[src/rtl/dt1_mem_stage_if.sv]
// Data-memory bus between the memory stage (master) and the data memory (slave).
// A request is held stable until the memory returns DMemReady.
interface dt1_mem_stage_if;
  logic        DMemReq;
  logic        DMemWe;
  logic [31:0] DMemAddr;
  logic [3:0]  DMemBe;
  logic [31:0] DMemWData;
  logic [31:0] DMemRData;
  logic        DMemReady;

  modport master (
    output DMemReq, DMemWe, DMemAddr, DMemBe, DMemWData,
    input  DMemRData, DMemReady
  );

  modport slave (
    input  DMemReq, DMemWe, DMemAddr, DMemBe, DMemWData,
    output DMemRData, DMemReady
  );
endinterface

[src/rtl/dt1_mem_stage.sv]
// RV32I memory stage plus MEM/WB register. Aligned loads/stores use the ready-handshaked
// data bus and stall the pipeline until the access completes or times out.
module dt1_mem_stage #(
  parameter int unsigned TIMEOUT = 16
) (
  input  logic                   clk,
  input  logic                   rst_n,
  input  logic                   RegWriteM,
  input  logic [1:0]             ResultSrcM,
  input  logic                   MemWriteM,
  input  logic [2:0]             Funct3M,
  input  logic [4:0]             RdM,
  input  logic [31:0]            ALUResultM,
  input  logic [31:0]            WriteDataM,
  input  logic [31:0]            PCPlus4M,
  dt1_mem_stage_if.master        dmem,
  output logic                   StallM,
  output logic                   RegWriteW,
  output logic [1:0]             ResultSrcW,
  output logic [4:0]             RdW,
  output logic [31:0]            ALUResultW,
  output logic [31:0]            ReadDataW,
  output logic [31:0]            PCPlus4W,
  output logic                   MisalignW,
  output logic                   BusErrW
);

  localparam int unsigned    CntW   = (TIMEOUT > 1) ? $clog2(TIMEOUT) : 1;
  localparam logic [CntW-1:0] CntMax = CntW'(TIMEOUT - 1);

  typedef enum logic [0:0] {StIdle, StWait} state_e;

  state_e          state_q, state_d;
  logic [CntW-1:0] cnt_q, cnt_d;

  logic        is_store, is_load, mem_op, misalign, access, timeout_hit;
  logic [1:0]  offs;
  logic [3:0]  be;
  logic [31:0] wdata;
  logic [7:0]  ld_byte;
  logic [15:0] ld_half;
  logic [31:0] ld_data;
  logic        req, stall, done, bus_err;

  logic        w_regwrite, w_misalign, w_buserr;
  logic [1:0]  w_resultsrc;
  logic [4:0]  w_rd;
  logic [31:0] w_alu, w_rdata, w_pc;

  // A store wins when both store and load are flagged.
  assign is_store = MemWriteM;
  assign is_load  = (ResultSrcM == 2'b01) && !MemWriteM;
  assign mem_op   = is_store || is_load;
  assign offs     = ALUResultM[1:0];
  assign misalign = mem_op && (((Funct3M[1:0] == 2'b01) && offs[0]) ||
                               ((Funct3M == 3'b010) && (offs != 2'b00)));
  assign access   = mem_op && !misalign;

  assign timeout_hit = (TIMEOUT != 0) && (cnt_q == CntMax);

  always_comb begin
    be    = 4'b1111;
    wdata = WriteDataM;
    if (is_store) begin
      case (Funct3M[1:0])
        2'b00: begin
          be    = 4'b0001 << offs;
          wdata = {4{WriteDataM[7:0]}};
        end
        2'b01: begin
          be    = 4'b0011 << offs;
          wdata = {2{WriteDataM[15:0]}};
        end
        default: ;
      endcase
    end
  end

  assign ld_byte = dmem.DMemRData[{offs, 3'b000} +: 8];
  assign ld_half = offs[1] ? dmem.DMemRData[31:16] : dmem.DMemRData[15:0];

  always_comb begin
    case (Funct3M)
      3'b000:  ld_data = {{24{ld_byte[7]}}, ld_byte};
      3'b100:  ld_data = {24'h0, ld_byte};
      3'b001:  ld_data = {{16{ld_half[15]}}, ld_half};
      3'b101:  ld_data = {16'h0, ld_half};
      default: ld_data = dmem.DMemRData;
    endcase
  end

  always_ff @(posedge clk or negedge rst_n) begin
    if (!rst_n) begin
      state_q <= StIdle;
      cnt_q   <= '0;
    end else begin
      state_q <= state_d;
      cnt_q   <= cnt_d;
    end
  end

  always_comb begin
    state_d = state_q;
    cnt_d   = '0;
    unique case (state_q)
      StIdle: if (access && !dmem.DMemReady) state_d = StWait;
      StWait: begin
        if (dmem.DMemReady || timeout_hit) state_d = StIdle;
        else                               cnt_d   = cnt_q + 1'b1;
      end
      default: state_d = StIdle;
    endcase
  end

  always_comb begin
    req         = 1'b0;
    done        = 1'b0;
    bus_err     = 1'b0;
    w_regwrite  = 1'b0;
    w_resultsrc = 2'b00;
    w_rd        = 5'd0;
    w_alu       = 32'h0;
    w_rdata     = 32'h0;
    w_pc        = 32'h0;
    w_misalign  = 1'b0;
    w_buserr    = 1'b0;
    unique case (state_q)
      StIdle: begin
        req  = access;
        done = !access || dmem.DMemReady;
      end
      StWait: begin
        req     = 1'b1;
        done    = dmem.DMemReady;
        bus_err = !dmem.DMemReady && timeout_hit;
      end
      default: ;
    endcase
    stall = !(done || bus_err);
    // Stalled cycles load a bubble into the W register.
    if (!stall) begin
      w_resultsrc = ResultSrcM;
      w_rd        = RdM;
      w_alu       = ALUResultM;
      w_pc        = PCPlus4M;
      w_misalign  = misalign;
      w_buserr    = bus_err;
      w_regwrite  = RegWriteM && !misalign && !bus_err;
      w_rdata     = (is_load && !misalign && !bus_err) ? ld_data : 32'h0;
    end
  end

  assign dmem.DMemReq   = req && rst_n;
  assign dmem.DMemWe    = req && rst_n && is_store;
  assign dmem.DMemAddr  = {ALUResultM[31:2], 2'b00};
  assign dmem.DMemBe    = be;
  assign dmem.DMemWData = wdata;
  assign StallM         = stall && rst_n;

  always_ff @(posedge clk or negedge rst_n) begin
    if (!rst_n) begin
      RegWriteW  <= 1'b0;
      ResultSrcW <= 2'b00;
      RdW        <= 5'd0;
      ALUResultW <= 32'h0;
      ReadDataW  <= 32'h0;
      PCPlus4W   <= 32'h0;
      MisalignW  <= 1'b0;
      BusErrW    <= 1'b0;
    end else begin
      RegWriteW  <= w_regwrite;
      ResultSrcW <= w_resultsrc;
      RdW        <= w_rd;
      ALUResultW <= w_alu;
      ReadDataW  <= w_rdata;
      PCPlus4W   <= w_pc;
      MisalignW  <= w_misalign;
      BusErrW    <= w_buserr;
    end
  end

endmodule

[src/flat_wrapper.sv]
// flat-port wrapper written by rule: the top's interface ports become plain ports
module dt1_mem_stage_flat 
#(
  parameter int unsigned TIMEOUT = 16
)
  (clk, rst_n, RegWriteM, ResultSrcM, MemWriteM, Funct3M, RdM, ALUResultM, WriteDataM, PCPlus4M, StallM, RegWriteW, ResultSrcW, RdW, ALUResultW, ReadDataW, PCPlus4W, MisalignW, BusErrW, dmem_DMemReq, dmem_DMemWe, dmem_DMemAddr, dmem_DMemBe, dmem_DMemWData, dmem_DMemRData, dmem_DMemReady);
  dt1_mem_stage_if dmem_i ();
  input  logic clk;
  input  logic rst_n;
  input  logic RegWriteM;
  input  logic [1:0] ResultSrcM;
  input  logic MemWriteM;
  input  logic [2:0] Funct3M;
  input  logic [4:0] RdM;
  input  logic [31:0] ALUResultM;
  input  logic [31:0] WriteDataM;
  input  logic [31:0] PCPlus4M;
  output logic StallM;
  output logic RegWriteW;
  output logic [1:0] ResultSrcW;
  output logic [4:0] RdW;
  output logic [31:0] ALUResultW;
  output logic [31:0] ReadDataW;
  output logic [31:0] PCPlus4W;
  output logic MisalignW;
  output logic BusErrW;
  output wire logic [$bits(dmem_i.DMemReq)-1:0] dmem_DMemReq;
  output wire logic [$bits(dmem_i.DMemWe)-1:0] dmem_DMemWe;
  output wire logic [$bits(dmem_i.DMemAddr)-1:0] dmem_DMemAddr;
  output wire logic [$bits(dmem_i.DMemBe)-1:0] dmem_DMemBe;
  output wire logic [$bits(dmem_i.DMemWData)-1:0] dmem_DMemWData;
  input wire logic [$bits(dmem_i.DMemRData)-1:0] dmem_DMemRData;
  input wire logic [$bits(dmem_i.DMemReady)-1:0] dmem_DMemReady;
  assign dmem_DMemReq = dmem_i.DMemReq;
  assign dmem_DMemWe = dmem_i.DMemWe;
  assign dmem_DMemAddr = dmem_i.DMemAddr;
  assign dmem_DMemBe = dmem_i.DMemBe;
  assign dmem_DMemWData = dmem_i.DMemWData;
  assign dmem_i.DMemRData = dmem_DMemRData;
  assign dmem_i.DMemReady = dmem_DMemReady;
  dt1_mem_stage #(.TIMEOUT(TIMEOUT)) u_core (.clk(clk), .rst_n(rst_n), .RegWriteM(RegWriteM), .ResultSrcM(ResultSrcM), .MemWriteM(MemWriteM), .Funct3M(Funct3M), .RdM(RdM), .ALUResultM(ALUResultM), .WriteDataM(WriteDataM), .PCPlus4M(PCPlus4M), .dmem(dmem_i), .StallM(StallM), .RegWriteW(RegWriteW), .ResultSrcW(ResultSrcW), .RdW(RdW), .ALUResultW(ALUResultW), .ReadDataW(ReadDataW), .PCPlus4W(PCPlus4W), .MisalignW(MisalignW), .BusErrW(BusErrW));
endmodule
[config.mk]
export PLATFORM = sky130hd
export DESIGN_NAME = dt1_mem_stage_flat
export DESIGN_NICKNAME = d
export VERILOG_FILES = /design/src/rtl/dt1_mem_stage_if.sv /design/src/rtl/dt1_mem_stage.sv /design/src/flat_wrapper.sv
export SDC_FILE = /design/constraint.sdc
export NUM_CORES = 1
export LEC_CHECK = 0
export BUFFER_PORTS_ARGS = -buffer_cell sky130_fd_sc_hd__buf_2
export CAP_MARGIN = 0
export CORE_AREA = 2 2 124 126
export CTS_CLUSTER_DIAMETER = 30
export DETAILED_ROUTE_END_ITERATION = 10
export DIE_AREA = 0 0 126 128
export GPL_TIMING_DRIVEN = 0
export PLACE_DENSITY = 0.74
export SLEW_MARGIN = 20
export SYNTH_ARGS = -nofsm -noshare
export SYNTH_HDL_FRONTEND = slang
export SYNTH_SLANG_ARGS = --single-unit
[constraint.sdc]
create_clock -name clk -period 2.86 [get_ports clk]
set_clock_uncertainty 0.2 [all_clocks]
set_input_delay 0.143 -clock clk [delete_from_list [all_inputs] [get_ports clk]]
set_output_delay 0.143 -clock clk [all_outputs]
set_load 0.01 [all_outputs]
==> out/results.ini <==
[placed_design]
place_inst = 1056
dp_hpwl_um = 14200
post-place-ws_ns = 0.746
numPortBuffers = 315
gp_congestion = 0.882

[worst_setup_path]
cp-endpoint = dmem_DMemReq
crit_type = in -> out
ff2ff_path_depth = 6
crit_buf_inv = 5
cp.required_ns = 2.52
cp.arrival_ns = 2.01
cpPeakStageDelay_ns = 0.54
cp_max_fo = 75
r2r_start = u_core.cnt_q[0]
cp-end-kind = primary output
rr_endpoint = u_core.RdW[3]
cp.depth = 6
crit_start = rst_n
r2r_setup_slack_ns = 0.68
path_delay_family = buffers and inverters
start_kind = primary input
slowest_stage = dlygate4sd3_1
cp_cell_sequence = dlygate4sd3_1 -> buf_6 -> buf_16 -> inv_1 -> o31ai_1 -> buf_2

[synthesis]
ys_async_sr_fraction = 1.00
synth_top_family_by_area = compound AO/OA/AOI/OAI gates
avgSynthCellArea_um2 = 10.0
ys_warn_count = 0
synth_xor_area_frac = 0.00318
ys_seq_area_frac = 0.504
synth_flop_cell = dfrtp_1
synth_cell_types = 48
synth_edf_count = 0
syn_area_um2 = 5520
synth-simple-area-share = 0.0724
synth_adder_area_share = 0.00227
synth-compound-area-share = 0.243
ys_ff_latch = 111
syn_inst = 551
synthMuxAreaShare = 0.0681

[cells_and_area]
nets = 1127
fillers = 1231
layoutNonFillerInstCount = 1177
area_delta_synth_final_pct = 58.1
final_common_cell = buf_2
drive_gt1_frac = 0.443
finish.utilization = 0.587
final_cell_mix = 329 x buf_2, 111 x dfrtp_1, 104 x dlygate4sd3_1

[outcome]
outcome = finished, final reports clean

[timing]
relSlewSlack = 0.580
fin_crit_ns = 2.35
maxSlewViolCount = 0
rsz0062_at_grt = no
setup_ws_ns = 0.506
setup_viol = 0
fin_crit_sh = 0.823
fmaxAchievable_ghz = 0.425
finalHoldViolations = 0
worstMarginPinSlew_ns = 0.630

[floorplan]
fp.dieH_um = 128
pin_count = 320
die_w_um = 126
start_util = 0.371
fp.coreArea_um2 = 14900
rows = 45
die_area_um2 = 16100

[drt]
wl_per_cell_um = 18.1
viasPerCell = 5.18
totalWireLength_um = 21300
drtIter0Drc = 462
drc_errors = 0
drt_pass1_iterations = 5
num_vias = 6095
ant_nets = 0

[clocking]
cts_htree_levels = 3
cts_buffers = 9
path_clk_slew_ns = 0.08
clock_sinks = 111
root_buffer = clkbuf_16
clk_latency_ns = 0.35
postCtsSetupRepairBufs = 0
cts_resized = 0
cts_max_path_buffers = 2
tritoncts = yes

[power_and_ir_drop]
p_comb_frac = 0.250
power.density_nw_per_um2 = 468
netSwitchingFraction = 0.302
p_switching_mw = 1.23
p_int_mw = 2.85
pwr-share-clk = 0.327
vdd_drop_max_mv = 0.261
p_leak_nw = 4.44
power_frac_seq = 0.422

[hold_path]
min_path_type = in -> async

[global_routing]
grt_usage = 0.253
grt_max_degree = 76
antenna_found_initial = 1
grt_overflow = 0
grt_pass1_wl_um = 32100
grt_pass1_vias = 5981

[job]
drv_cap = 0

## registers in the layout (all words and copies together), names as in the netlist, 2 cells and up
| register | count |
|---|---|
| u_core.cnt_q | 4 |
| u_core.RdW | 5 |
| u_core.ResultSrcW | 2 |
| u_core.PCPlus4W | 32 |
| u_core.ReadDataW | 32 |
| u_core.ALUResultW | 32 |
## timing repair
action / in CTS / in global routing
endpoints found under the setup margin: 0 / 0
endpoints found under the hold margin: 213 / 0
hold buffers: 104 / 0
## metrics by stage
step / hold slack (ns) / total power, mW / TNS, ns / cell area [um2]
after global routing: 0.0989 / 4.26 / 0 / 8720
after detailed placement: -0.122 / 2.63 / 0 / 7360
after CTS: 0.0664 / 4.06 / 0 / 8720
final: 0.0665 / 4.08 / 0 / 8720
after floorplan: -0.353 / 2.21 / 0 / 5520
after global placement: 0.180 / 2.62 / -0.405 / 7330
## power by group through the flow
stage / combinational, mW / clock [mW] / sequential, mW
after global placement: 0.867 / 0 / 1.75
after CTS: 0.999 / 1.34 / 1.72
after floorplan: 0.389 / 0 / 1.82
after global routing: 1.10 / 1.43 / 1.73
final: 1.02 / 1.34 / 1.72
after detailed placement: 0.883 / 0 / 1.75
## worst min path at each step
stage / start / endpoint / slack (ns) / cells past startpoint
after global routing: Funct3M[2] / u_core.ReadDataW[16] / 0.1 / 4
after global placement: PCPlus4M[26] / u_core.PCPlus4W[26] / 0.18 / 3
after CTS: rst_n / u_core.ReadDataW[5] / 0.07 / 2
after detailed placement: rst_n / u_core.ALUResultW[7] / -0.12 / 1
after floorplan: rst_n / u_core.ALUResultW[0] / -0.35 / 0
final: rst_n / u_core.ALUResultW[7] / 0.07 / 2
## cells in the mapped netlist (2+ instances only)
cell | instances | area share
a311oi_1 | 7 | 0.011
nand3_1 | 4 | 0.0036
a21oi_2 | 2 | 0.0032
dfrtp_1 | 111 | 0.50
o221a_2 | 8 | 0.016
nor2_1 | 12 | 0.0082
o211a_1 | 2 | 0.0036
a21oi_1 | 86 | 0.078
nor3_1 | 2 | 0.0018
mux2i_1 | 9 | 0.016
nor2b_1 | 3 | 0.0034
buf_4 | 41 | 0.056
a311oi_2 | 11 | 0.030
clkbuf_1 | 38 | 0.026
buf_2 | 15 | 0.014
a221oi_1 | 7 | 0.011
o21ai_0 | 81 | 0.074
inv_1 | 10 | 0.0068
and4bb_2 | 2 | 0.0045
nand2_1 | 41 | 0.028
nand2b_1 | 11 | 0.012
mux2_2 | 22 | 0.045
## worst reg2reg max path: stages (launching register included)
cell and delay (ns):
dfrtp_1 0.38, ha_1 0.21, and3_1 0.16, clkbuf_1 0.40
clkbuf_1 0.42, o21ai_0 0.15, a21oi_1 0.16
## final cells by class
class,count,area [um2],area share
clock buffers,9,225,0.0258
repair buffers,420,2650,0.304
flip-flops and latches,111,2780,0.319
well taps,188,235,0.0270
clock inverters,7,85.1,0.00976
multi-input cells,335,2150,0.247
plain buffers,96,552,0.0633
inverters,10,37.5,0.00431
diodes,1,2.50,0.000287
## kinds of logic (layout without fill, tap and decap cells)
group / Yosys count / after routing
DFF: 111 / 111
other: 1 / 3
and+or+nand+nor: 83 / 83
adders and majority gates: 1 / 1
buffers and inverters: 106 / 542
xor gates and xnor gates: 2 / 2
muxes: 33 / 33
AOI/OAI and AO/OA: 214 / 214
## routing by layer
| metal | global-route usage | vias to the layer above | routed length, um |
|---|---|---|---|
| li1 | - | 2776 | - |
| met1 | 0.284 | 2859 | 7820 |
| met2 | 0.466 | 385 | 11000 |
| met3 | 0.0518 | 75 | 1650 |
| met4 | 0.112 | 0 | 881 |
| met5 | 0 | - | 0 |
Note: power is estimated with default switching activity, not from simulation.
